`config.mk`:
```
export PLATFORM = sky130hd
export DESIGN_NAME = ram64m_fifo_ctrl
export DESIGN_NICKNAME = d
export VERILOG_FILES = /design/src/rtl/ram64m_fifo_ctrl.sv
export SDC_FILE = /design/constraint.sdc
export NUM_CORES = 1
export LEC_CHECK = 0
export ABC_AREA = 1
export CORE_UTILIZATION = 30
export DETAILED_ROUTE_END_ITERATION = 8
export GPL_TIMING_DRIVEN = 0
export MAX_ROUTING_LAYER = met4
export SLEW_MARGIN = 0
export SYNTH_ARGS = -nofsm -noshare
export SYNTH_HDL_FRONTEND = slang
export SYNTH_SLANG_ARGS = --single-unit
export TNS_END_PERCENT = 50
```
`constraint.sdc`:
```
create_clock -name CLK -period 3.5 [get_ports CLK]
set_clock_uncertainty 0.05 [all_clocks]
set_input_delay 0.7 -clock CLK [delete_from_list [all_inputs] [get_ports CLK]]
set_output_delay 0.7 -clock CLK [all_outputs]
set_load 0.005 [all_outputs]
```
`src/rtl/ram64m_fifo_ctrl.sv`:
```
// 64-entry FWFT FIFO controller sequencing an external bank of RAM64M cells (WIDTH/4 cells).
// Optional sticky overflow/underflow flags are enabled by defining RAM64M_FIFO_ERR_EN.
module ram64m_fifo_ctrl #(
   parameter int unsigned WIDTH            = 4,
   parameter int unsigned ALMOST_FULL_THR  = 48,
   parameter int unsigned ALMOST_EMPTY_THR = 8
) (
   input  logic             CLK,
   input  logic             RST_N,
   input  logic             FLUSH,
   input  logic             WR_VALID,
   output logic             WR_READY,
   input  logic [WIDTH-1:0] WR_DATA,
   output logic             RD_VALID,
   input  logic             RD_READY,
   output logic [WIDTH-1:0] RD_DATA,
   output logic             MEM_WE,
   output logic [5:0]       MEM_WADDR,
   output logic [WIDTH-1:0] MEM_DI,
   output logic [5:0]       MEM_RADDR,
   input  logic [WIDTH-1:0] MEM_DO,
   output logic [6:0]       LEVEL,
   output logic             ALMOST_FULL,
   output logic             ALMOST_EMPTY,
   output logic             ERR_OVF,
   output logic             ERR_UDF
);

   localparam logic [6:0] AfThr = 7'(ALMOST_FULL_THR);
   localparam logic [6:0] AeThr = 7'(ALMOST_EMPTY_THR);

   logic [6:0] wr_ptr_q, wr_ptr_d;
   logic [6:0] rd_ptr_q, rd_ptr_d;
   logic [6:0] level_q, level_d;
   logic       init_q;
   logic       wr_ready_q, wr_ready_d;
   logic       afull_q, afull_d;
   logic       aempty_q, aempty_d;
   logic       empty, full, full_d;
   logic       push, pop;

   assign empty = (wr_ptr_q == rd_ptr_q);
   assign full  = (wr_ptr_q[5:0] == rd_ptr_q[5:0]) && (wr_ptr_q[6] != rd_ptr_q[6]);
   assign push  = WR_VALID && wr_ready_q && init_q && !FLUSH;
   assign pop   = RD_READY && !empty && !FLUSH;

   always_comb begin
      wr_ptr_d = wr_ptr_q;
      rd_ptr_d = rd_ptr_q;
      if (FLUSH) begin
         wr_ptr_d = '0;
         rd_ptr_d = '0;
      end else begin
         if (push) wr_ptr_d = wr_ptr_q + 7'd1;
         if (pop)  rd_ptr_d = rd_ptr_q + 7'd1;
      end
      // Status is derived from next-state pointers so it stays coherent with RD_VALID.
      full_d     = (wr_ptr_d[5:0] == rd_ptr_d[5:0]) && (wr_ptr_d[6] != rd_ptr_d[6]);
      wr_ready_d = !full_d;
      level_d    = wr_ptr_d - rd_ptr_d;
      afull_d    = (level_d >= AfThr);
      aempty_d   = (level_d <= AeThr);
   end

   always_ff @(posedge CLK or negedge RST_N) begin
      if (!RST_N) begin
         wr_ptr_q   <= '0;
         rd_ptr_q   <= '0;
         level_q    <= '0;
         init_q     <= 1'b0;
         wr_ready_q <= 1'b0;
         afull_q    <= 1'b0;
         aempty_q   <= 1'b1;
      end else begin
         wr_ptr_q   <= wr_ptr_d;
         rd_ptr_q   <= rd_ptr_d;
         level_q    <= level_d;
         init_q     <= 1'b1;
         wr_ready_q <= wr_ready_d;
         afull_q    <= afull_d;
         aempty_q   <= aempty_d;
      end
   end

`ifdef RAM64M_FIFO_ERR_EN
   logic ovf_q, ovf_d;
   logic udf_q, udf_d;

   always_comb begin
      ovf_d = ovf_q || (WR_VALID && full && init_q);
      udf_d = udf_q || (RD_READY && empty);
      if (FLUSH) begin
         ovf_d = 1'b0;
         udf_d = 1'b0;
      end
   end

   always_ff @(posedge CLK or negedge RST_N) begin
      if (!RST_N) begin
         ovf_q <= 1'b0;
         udf_q <= 1'b0;
      end else begin
         ovf_q <= ovf_d;
         udf_q <= udf_d;
      end
   end

   assign ERR_OVF = ovf_q;
   assign ERR_UDF = udf_q;
`else
   assign ERR_OVF = 1'b0;
   assign ERR_UDF = 1'b0;
`endif

   assign WR_READY     = wr_ready_q;
   assign RD_VALID     = !empty;
   assign RD_DATA      = MEM_DO;
   assign MEM_WE       = push && RST_N;
   assign MEM_WADDR    = wr_ptr_q[5:0];
   assign MEM_DI       = WR_DATA;
   assign MEM_RADDR    = rd_ptr_q[5:0];
   assign LEVEL        = level_q;
   assign ALMOST_FULL  = afull_q;
   assign ALMOST_EMPTY = aempty_q;

endmodule

```
=== Yosys cells after proc, flatten, opt, wreduce, memory -nomap -nowiden ===
Cells that the tools add are included.
W data, S select, Z words.

* Add/subtract/negate cells: 3
* $lt $le $gt $ge: 2
* Equal/unequal tests: 3
* Muxes and demuxes: 4
* Reductions and logical operators: 10

{| class="wikitable"
|+ Operator list
! kind !! number
|-
| $mux W7 || 4
|-
| $add A7 B1 Y7 const B || 2
|-
| $eq A7 B7 Y1 || 1
|-
| $ge A7 B6 Y1 const B || 1
|-
| $le A7 B4 Y1 const B || 1
|-
| $logic_and A1 B1 Y1 || 7
|-
| $sub A7 B7 Y7 || 1
|-
| $eq A6 B6 Y1 || 1
|-
| $logic_not A1 Y1 || 3
|-
| $ne A1 B1 Y1 || 1
|}

* Bits in registers: 25
* Input bits: 13
* Output and inout bits: 34
* Word-level logic and storage cells: 29

=== Logic depth before layout (Yosys ltp) ===
Gate-level depths: netlist of the first run.

* Depth after elaboration: 9
* Gate-level depth with buffers: 22
* Mapped depth without buffers: 22

=== Worst setup path after synthesis of the first run ===
No wires, ideal clock.

* Path type: input to register
* Start: input port FLUSH
* End: register afull_q, in the netlist ALMOST_FULL
* Setup time: 125 ps
* Arrival time: 2523 ps
* Required time: 3325 ps
* Slack: 802 ps
* Stages: 16
* Path buffers: 1
* Cell sequence: buf_6 > inv_2 > nand3_4 > xor2_1 > nor2_1 > ha_1 > inv_1 > fa_1 > inv_1 > o21ai_0 > nand2_1 > nand2_1 > a21oi_1 > inv_1 > nand3_2 > nand3_1

* Word-level cells in the longest chain between the ends: 6
* Elaborated cells on any way between the ends: 9
* Those cells by class: add/sub: 1; order compare: 1; mux: 4; reduce/logical: 3

{| class="wikitable"
|+ Ends and longest elaborated chain
! element !! line !! text
|-
| start: declaration || 10 || <nowiki>input logic FLUSH,</nowiki>
|-
| $logic_not A1 Y1 || 45 || <nowiki>assign pop = RD_READY && !empty && !FLUSH;</nowiki>
|-
| $logic_and A1 B1 Y1 || 45 ||
|-
| $mux W7 || 55 || <nowiki>if (pop) rd_ptr_d = rd_ptr_q + 7'd1;</nowiki>
|-
| $mux W7 * || 50 || <nowiki>if (FLUSH) begin</nowiki>
|-
| via rd_ptr_d[0] || 33 || <nowiki>logic [6:0] rd_ptr_q, rd_ptr_d;</nowiki>
|-
| $sub A7 B7 Y7 * || 60 || <nowiki>level_d = wr_ptr_d - rd_ptr_d;</nowiki>
|-
| $ge A7 B6 Y1 * || 61 || <nowiki>afull_d = (level_d >= AfThr);</nowiki>
|-
| via afull_d || 37 || <nowiki>logic afull_q, afull_d;</nowiki>
|-
| end signal: assignment || 80 || <nowiki>afull_q <= afull_d;</nowiki>
|-
| end: declaration || 37 ||
|}

Mark *: on every way through the listed nets, which the timed path passes. The rest lies on a longest branch.

=== Worst setup path in the final report of the first run ===
* Start: input port RST_N
* End: output port MEM_WE

* Word-level cells in the longest chain between the ends: 1

{| class="wikitable"
|+ Ends and longest elaborated chain
! element !! line !! text
|-
| start: declaration || 9 || <nowiki>input logic RST_N,</nowiki>
|-
| $logic_and A1 B1 Y1 || 118 || <nowiki>assign MEM_WE = push && RST_N;</nowiki>
|-
| end: declaration || 17 || <nowiki>output logic MEM_WE,</nowiki>
|}

Every way passes these cells.

==> results of run 1 <==
==> layout make-up <==
class | count | area (um^2)
Multi-Input combinational cell | 129 | 803
Clock inverter | 1 | 8.76
Clock buffer | 3 | 41.3
Buffer | 24 | 188
Tap cell | 72 | 90.1
Sequential cell | 25 | 627
Timing Repair Buffer | 35 | 349
Fill cell | 583 | 3330
Inverter | 35 | 133
==> repair_timing <==
action	4_1_cts	5_1_grt
endpoints found under the setup margin	1	0
gates resized for setup	1	0
hold buffers	0	0
buffers inserted	0	0
==> metrics by stage <==
step,TNS [ns],util (%),cell area [um^2]
6_report,0,40.2,2240
5_1_grt,0,40.2,2240
4_1_cts,0,40.2,2240
3_5_place_dp,-0.0435,39.3,2190
3_3_place_gp,-0.0300,39.3,2190
2_1_floorplan,0,-,1750
==> power by group <==
part | internal, W | switching, W | total [W]
Sequential | 0.000329 | 0.0000192 | 0.000348
Clock | 0.0000834 | 0.0000983 | 0.000182
Combinational | 0.000139 | 0.000115 | 0.000254
Total | 0.000552 | 0.000232 | 0.000784
==> cells by family after synthesis <==
group           count (synthesis)  share of synthesized area [%]
buf+inv                        59                           18.3
simple gates                   87                           26.6
xor+xnor                       11                           5.52
flops                          25                           35.9
fa+ha+maj                       9                           6.88
other cells                     2                          0.430
compound gates                 19                           6.38
==> state kept, by name, indices dropped and copies added, names as in the netlist <==
| register | count |
|---|---|
| LEVEL | 7 |
| rd_ptr_q | 7 |
| wr_ptr_q | 7 |
| ALMOST_EMPTY | 1 |
| ALMOST_FULL | 1 |
| WR_READY | 1 |
| init_q | 1 |
==> layer usage <==
layer	wire, um	up-vias	track usage (%)
li1	-	729	-
met2	1660	28	21.9
met4	23	0	2.78
met5	0	-	-
met3	120	2	2.56
met1	1760	653	17.3
==> cells in the mapped netlist (3+ instances only) <==
library cell  instances
nor2_2                3
o21ai_0               8
dfrtp_1              24
nand2_2               4
buf_4                22
nand2_1              39
xor2_1                8
nand4_1               5
inv_2                 7
inv_1                27
nor2_1                8
a21oi_1               8
ha_1                  8
xnor2_1               3
nand3_1              15
nand3_2               4
==> worst register-to-register path, delay by kind of cell, from the launching register on <==
kind	cells	cell delay, ns
and+or+nand+nor	12	1.09
adders and majority gates	2	0.57
DFF	1	0.46
buffers and inverters	4	0.32
xor gates and xnor gates	1	0.08
AOI/OAI and AO/OA	2	0.32
==> worst max path at each step <==
stage           from  slack, ns                     to
6_report       RST_N       0.35                 MEM_WE
5_1_grt        RST_N       0.07                 MEM_WE
4_1_cts        RST_N       0.24                 MEM_WE
3_5_place_dp   RST_N      -0.04                 MEM_WE
3_3_place_gp   RST_N      -0.03                 MEM_WE
2_1_floorplan  FLUSH       0.80  ALMOST_FULL$_DFF_PN0_
==> results.md, run 1 <==
* Status: completed
* DR WL/cell at about 11 um
* FF-to-FF path depth at 21
* H-Tree Depth at 1
* Die area at slightly above 6000 um^2
* Gr ovfl total at 0
* Die height at 78.3 um
* Critical Path RT at 2.75 ns
* Cell count after synthesis at ~210
* Largest net degree at the start of global routing at 27
* Min-delay src: FLUSH
* Diodes inserted at 0
* R2R Path End: ALMOST_EMPTY$_DFF_PN1_
* Routed wire length at approximately 3600 um
* I/O Buffers at 35
* Layout cell share with drive strength beyond 1 at 21.4%
* Final setup fails at 0
* Largest delay share family, worst path: buffers and inverters
* Post-route setup slack at 0.355 ns
* Hold Path End: wr_ptr_q[6]$_DFF_PN0_
* Post-Syn Area per Cell at 8.24 um^2
* Ys flop type: dfrtp_1
* Number of synthesized register bits at 25
* Synth Warn # at 0
* Root buffer cell: clkbuf_8
* EDFF count, synth at 0
* DRC violations left at 0
* Most common cell after layout, fill and taps aside: nand2_1
* Drt first-iter violations at 41
* Leak pwr at 1.10 nW
* Asr flop ratio synth at 100%
* Distinct cells, synth at 31
* CP max-delay cell: dlygate4sd2_1
* Post-DP HPWL at about 2800 um
* Clock sink count at 25
* CTS tree: built
* I/O pins at 47
* Hold Path Class: input port to flip-flop
* Launch point of the worst reg-to-reg path: rd_ptr_q[2]$_DFF_PN0_
* Worst R2R Setup Slack at 0.57 ns
* Worst-path clk slew at 0.09 ns
* Initial Util at 31.3%
* WHS Path Cells at 2
* Slew Viols, Final at 0
* Total Power at around 0.0008 W
* Worst EP arrival at between 2 and 2.5 ns
* Worst skew pair latency at between 0.2 and 0.3 ns
* Worst slew pin tran at 1.15 ns
* Seq/Total Area, Yosys at 35.9%
* Layout Cells excl Fill at 324
* WP buf/inv at 3
* Slowest stage delay, CP at roughly 0.96 ns
* Worst-path maximum fanout at 26
* DR vias/cell at 4.36
* CP startpoint kind: input port
* Max VDD drop at 0.239 mV
* Relative slew slack at 23.5%
* Core box area at roughly 5600 um^2
* Yosys top cell area share at 34.4%
* Synth-to-Final Area Change at 28.2%
* Pwr per Cell Area at 350 nW/um^2
* Post-Syn Area at 1750 um^2
* Placed Instances at 320
* Max-cap viol count at 0
* Gr usage total at 13.4%
* Fin crit period at 3.15 ns
* F_max at 318 MHz
* Vias after detailed routing at ~1400
* Fin. Hold Viols at 0
* Synth area leader: dfrtp_1
* Worst Setup Path Type: input port to output port
* Critical path capture point type: output port
* RSZ-0062 raised after global routing: false
* Final worst-path cycle share at 89.9%
* Wire length of the first global-routing pass at slightly above 6000 um
* Critical-path cell list: dlygate4sd2_1 -> inv_1 -> nor2_1 -> clkdlybuf4s50_1
* Nets at 275
* DRT Pass-1 Iters at 4
* Critical path depth at 4
* Place WS at -0.0435 ns
* CTS Buf Count at 3
* RePlAce Congestion at between 0.7 and 0.8
* WHS at 0.596 ns
* Std cell rows at 27
* Top cells by area, synth: dfrtp_1, buf_4, nand2_1
* CTS Buffer Depth at 2
* Vias in the first global route at 1296
* ANT nets after route at 0
* Most frequent cells in the layout: nand2_1, clkdlybuf4s50_1, inv_1, dfrtp_1, buf_4
* Antenna violations before repair at 0
* DIE WIDTH at ~78 um
Power figures use the tool's default switching activity.
==> run 2, diff against run 1 <==
--- a/config.mk
+++ b/config.mk
@@ -10,7 +10,7 @@
 export DETAILED_ROUTE_END_ITERATION = 8
 export GPL_TIMING_DRIVEN = 0
 export MAX_ROUTING_LAYER = met4
-export SLEW_MARGIN = 0
+export SLEW_MARGIN = 25
 export SYNTH_ARGS = -nofsm -noshare
 export SYNTH_HDL_FRONTEND = slang
 export SYNTH_SLANG_ARGS = --single-unit
==> results.md, run 2 (synthesis gave the netlist of run 1 again) <==
* CTS tree: built
* Post-DP HPWL at 2810 um
* Largest net degree at the start of global routing at 27
* Wire length of the first global-routing pass at 6180 um
* Worst EP arrival at 3.28 ns
* Antenna violations before repair at 0
* Placed Instances at 320
* Final setup fails at 0
* Most common cell after layout, fill and taps aside: nand2_1
* Synth-to-Final Area Change at 28.0%
* Status: completed
* WHS at 0.365 ns
* DR WL/cell at 11.0 um
* Die area at 6130 um^2
* FF-to-FF path depth at 21
* Layout cell share with drive strength beyond 1 at 21.8%
* CTS Buf Count at 3
* Max VDD drop at 0.239 mV
* DR vias/cell at 4.36
* ANT nets after route at 0
* Worst-path maximum fanout at 5
* I/O pins at 47
* Placed cell areas at 2190 um^2
* I/O Buffers at 35
* Total Power at between 0.0007 and 0.0008 W
* Hold_buf cts at 0
* Post-CTS Setup Bufs at 0
* DRT Pass-1 Iters at 4
* Vias in the first global route at 1295
* Hold Path Class: input port to asynchronous set/reset pin
* Leak pwr at 1.10 nW
* Root buffer cell: clkbuf_8
* Layout Cells excl Fill at between 300 and 400
* Initial Util at 31.3%
* Final worst-path cycle share at 89.1%
* DRC violations left at 0
* Critical path capture point type: flip-flop
* H-Tree Depth at 1
* Die height at 78.3 um
* Fin area at 2240 um^2
* CP startpoint kind: input port
* Pwr per Cell Area at 351 nW/um^2
* Relative slew slack at 61.4%
* Worst-path clk slew at 0.09 ns
* Worst skew pair latency at 0.27 ns
* F_max at 321 MHz
* Critical Path RT at between 3 and 4 ns
* Routed wire length at 3560 um
* Place WS at 0.0740 ns
* CTS Buffer Depth at 2
* Fin. Hold Viols at 0
* Slew Viols, Final at 0
* Fin crit period at 3.12 ns
* Post-route setup slack at between 0.3 and 0.4 ns
* DIE WIDTH at between 70 and 80 um
* Max-cap viol count at 0
* RSZ-0062 raised after global routing: false
* Gr usage total at a little over an eighth
* Worst Setup Path Type: input port to flip-flop
* Nets at roughly 280
* Most frequent cells in the layout: nand2_1, clkdlybuf4s50_1, inv_1, dfrtp_1, buf_4
* Filler cells at 585
* Diodes inserted at 0
* Std cell rows at 27
* Drt first-iter violations at 41
* Core box area at 5570 um^2
* RePlAce Congestion at 0.789
* Gr ovfl total at 0
* Post-cts resize count at 0
* Worst slew pin tran at 0.579 ns
* Clock sink count at 25
* Vias after detailed routing at 1412
==> run 2: changes by cell type in the layout (fill, tap and decap cells not counted) <==
cell and change:
buf_2 +1, dlygate4sd2_1 -1
==> run 2: area by class of cell <==
type,count,area (um^2),area share [%]
plain buffers,24,188,8.39
clock buffers,3,41.3,1.85
clock inverters,1,8.76,0.392
inverters,35,133,5.93
multi-input cells,129,803,35.9
flip-flops and latches,25,627,28.0
well taps,72,90.1,4.03
repair buffers,35,345,15.4
==> run 2: final timing paths <==
| check | endpoint | slack (ns) | from |
|---|---|---|---|
| max in group asynchronous | ALMOST_EMPTY$_DFF_PN1_ | 2.66 | RST_N |
| min | wr_ptr_q[1]$_DFF_PN0_ | 0.37 | RST_N |
| min reg2reg | wr_ptr_q[0]$_DFF_PN0_ | 0.62 | wr_ptr_q[0]$_DFF_PN0_ |
| max reg2reg | ALMOST_EMPTY$_DFF_PN1_ | 0.57 | rd_ptr_q[2]$_DFF_PN0_ |
| max | ALMOST_EMPTY$_DFF_PN1_ | 0.38 | RD_READY |
| min in group CLK | wr_ptr_q[6]$_DFF_PN0_ | 0.60 | FLUSH |
==> run 2: per-layer routing <==
layer | track usage (%) | wire length [um] | vias up
met4 | 2.78 | 23 | 0
met1 | 17.2 | 1760 | 653
met5 | - | 0 | -
li1 | - | - | 729
met3 | 2.56 | 120 | 2
met2 | 21.9 | 1660 | 28
==> run 2: report_power, final <==
group / switching [W] / internal, W / total (W)
Combinational: 0.000115 / 0.000139 / 0.000254
Clock: 0.0000983 / 0.0000834 / 0.000182
Sequential: 0.0000192 / 0.000329 / 0.000348
Total: 0.000232 / 0.000552 / 0.000784
==> run 2: worst max-delay path, cell delays in order <==
cell	delay, ns
clkdlybuf4s50_1	0.64
nand3_4	0.14
xor2_1	0.16
nor2_1	0.18
ha_1	0.18
inv_1	0.06
fa_1	0.39
inv_1	0.06
o21ai_0	0.13
nand2_1	0.09
nand2_1	0.04
a21oi_1	0.19
inv_1	0.08
nand3_2	0.09
nand2_2	0.07
nor2_2	0.08
==> run 2: stage by stage <==
stage          util [%]  TNS [ns]
3_3_place_gp       39.3   -0.0300
5_1_grt            40.1         0
4_1_cts            40.1         0
6_report           40.1         0
2_1_floorplan         -         0
3_5_place_dp       39.2         0
==> run 3, diff against run 2 <==
--- a/config.mk
+++ b/config.mk
@@ -6,10 +6,13 @@
 export NUM_CORES = 1
 export LEC_CHECK = 0
 export ABC_AREA = 1
+export CELL_PAD_IN_SITES_DETAIL_PLACEMENT = 1
+export CELL_PAD_IN_SITES_GLOBAL_PLACEMENT = 1
 export CORE_UTILIZATION = 30
 export DETAILED_ROUTE_END_ITERATION = 8
 export GPL_TIMING_DRIVEN = 0
 export MAX_ROUTING_LAYER = met4
+export PLACE_DENSITY_LB_ADDON = 0.1
 export SLEW_MARGIN = 25
 export SYNTH_ARGS = -nofsm -noshare
 export SYNTH_HDL_FRONTEND = slang
==> results.md, run 3 (synthesis gave the netlist of run 1 again) <==
* DIE WIDTH at 78.3 um
* Gr ovfl total at 0
* Core box area at 5570 um^2
* DR WL/cell at around 13 um
* RSZ-0062 raised after global routing: false
* Total Power at 0.000783 W
* CTS tree: built
* I/O pins at 47
* DR vias/cell at 4.42
* Status: completed
* Pwr per Cell Area at 351 nW/um^2
* Drt first-iter violations at 20
* Relative slew slack at 60.4%
* Worst skew pair latency at 0.27 ns
* Nets at 275
* Layout cell share with drive strength beyond 1 at approximately 22%
* Fin crit period at 3.15 ns
* Std cell rows at 27
* DRC violations left at 0
* Largest net degree at the start of global routing at 27
* Final setup fails at 0
* Internal power at 0.000548 W
* F_max at ~320 MHz
* Post-DP HPWL at 3260 um
* CTS Buf Count at 3
* Worst-path clk slew at about 0.090 ns
* Post-cts resize count at 0
* Critical path capture point type: flip-flop
* Hold_buf cts at 0
* Most common cell after layout, fill and taps aside: nand2_1
* Worst-path maximum fanout at 5
* Vias in the first global route at 1439
* Critical Path RT at 3.67 ns
* Routed wire length at 4080 um
* WHS at 0.364 ns
* Clock share of power at between 20% and 30%
* Worst Setup Path Type: input port to flip-flop
* Diodes inserted at 0
* Antenna violations before repair at 0
* Slew Viols, Final at 0
* Comb pwr share at 33.2%
* CTS Buffer Depth at 2
* Post-CTS Setup Bufs at 0
* DRT Pass-1 Iters at 4
* Worst slew pin tran at 0.594 ns
* Total net switching power at 0.000235 W
* Hold Path Class: input port to asynchronous set/reset pin
* Leak pwr at 1.09 nW
* I/O Buffers at 35
* Post-route setup slack at 0.346 ns
* Synth-to-Final Area Change at 27.8%
* FF-to-FF path depth at 21
* RePlAce Congestion at 0.721
* Filler cells at 698
* Die area at 6130 um^2
* CP startpoint kind: input port
* Max VDD drop at roughly 0.23 mV
* Most frequent cells in the layout: nand2_1, clkdlybuf4s50_1, inv_1, dfrtp_1, buf_4
* Worst R2R Setup Slack at about 0.53 ns
* ANT nets after route at 0
* Worst EP arrival at 3.32 ns
* Setup TNS at 0 ns
* Die height at 78.3 um
* Fin. Hold Viols at 0
* Final worst-path cycle share at about 90%
* Place WS at 0.0282 ns
* Root buffer cell: clkbuf_8
* Initial Util at 31.3%
* Gr usage total at 14.8%
* Fraction of power spent switching nets at 30.0%
* Vias after detailed routing at 1431
* H-Tree Depth at 1
* Wire length of the first global-routing pass at 6890 um
* Max-cap viol count at 0
* Flop pwr share at approximately 45%
* Clock sink count at 25
run 3: changes by cell type in the layout (fill, tap and decap cells not counted):
cell and delta:
inv_6 -1, clkinv_2 +1
run 3: per-stage QoR:
stage	instance area, um^2	cells	utilization [%]
floorplan	1750	213	-
global placement	2190	320	39.3
detailed placement	2190	320	39.2
CTS	2230	324	40.0
global route	2230	324	40.0
finish	2230	324	40.0
run 3: critical path: stages:
cell	delay, ns
clkdlybuf4s50_1	0.66
nand3_4	0.15
xor2_1	0.17
nor2_1	0.17
ha_1	0.17
inv_1	0.06
fa_1	0.40
inv_1	0.06
o21ai_0	0.13
nand2_1	0.09
nand2_1	0.05
a21oi_1	0.19
inv_1	0.08
nand3_2	0.09
nand2_2	0.07
nor2_2	0.08
run 3: path summary, 6_finish.rpt:
| path | start | end |
|---|---|---|
| min reg2reg | wr_ptr_q[5]$_DFF_PN0_ | wr_ptr_q[5]$_DFF_PN0_ |
| max | RD_READY | ALMOST_EMPTY$_DFF_PN1_ |
| max in group asynchronous | RST_N | LEVEL[0]$_DFF_PN0_ |
| max reg2reg | rd_ptr_q[2]$_DFF_PN0_ | ALMOST_EMPTY$_DFF_PN1_ |
| min in group CLK | FLUSH | wr_ptr_q[6]$_DFF_PN0_ |
| min | RST_N | rd_ptr_q[6]$_DFF_PN0_ |
run 3: area by class of cell:
cell class                      instances  area [um^2]  share of cell area [%]
Sequential cell                        25          627                    28.1
Tap cell                               72         90.1                    4.04
Timing Repair Buffer                   35          345                    15.5
Clock inverter                          1         5.00                   0.224
Buffer                                 24          188                    8.41
Multi-Input combinational cell        129          803                    36.0
Clock buffer                            3         41.3                    1.85
Inverter                               35          133                    5.94
run 3: metal layers:
layer / global-route usage [%] / up-vias / wire, um
li1: - / 725 / -
met2: 24.5 / 31 / 1960
met3: 1.40 / 5 / 128
met5: - / - / 0
met1: 19.2 / 670 / 1940
met4: 4.44 / 0 / 48
run 3: power by group through the flow:
stage	Sequential [W]	Combinational (W)	Clock, W
global route	0.000353	0.000290	0.000190
finish	0.000349	0.000260	0.000175
CTS	0.000349	0.000266	0.000185
detailed placement	0.000354	0.000263	0
floorplan	0.000354	0.000130	0
global placement	0.000354	0.000263	0
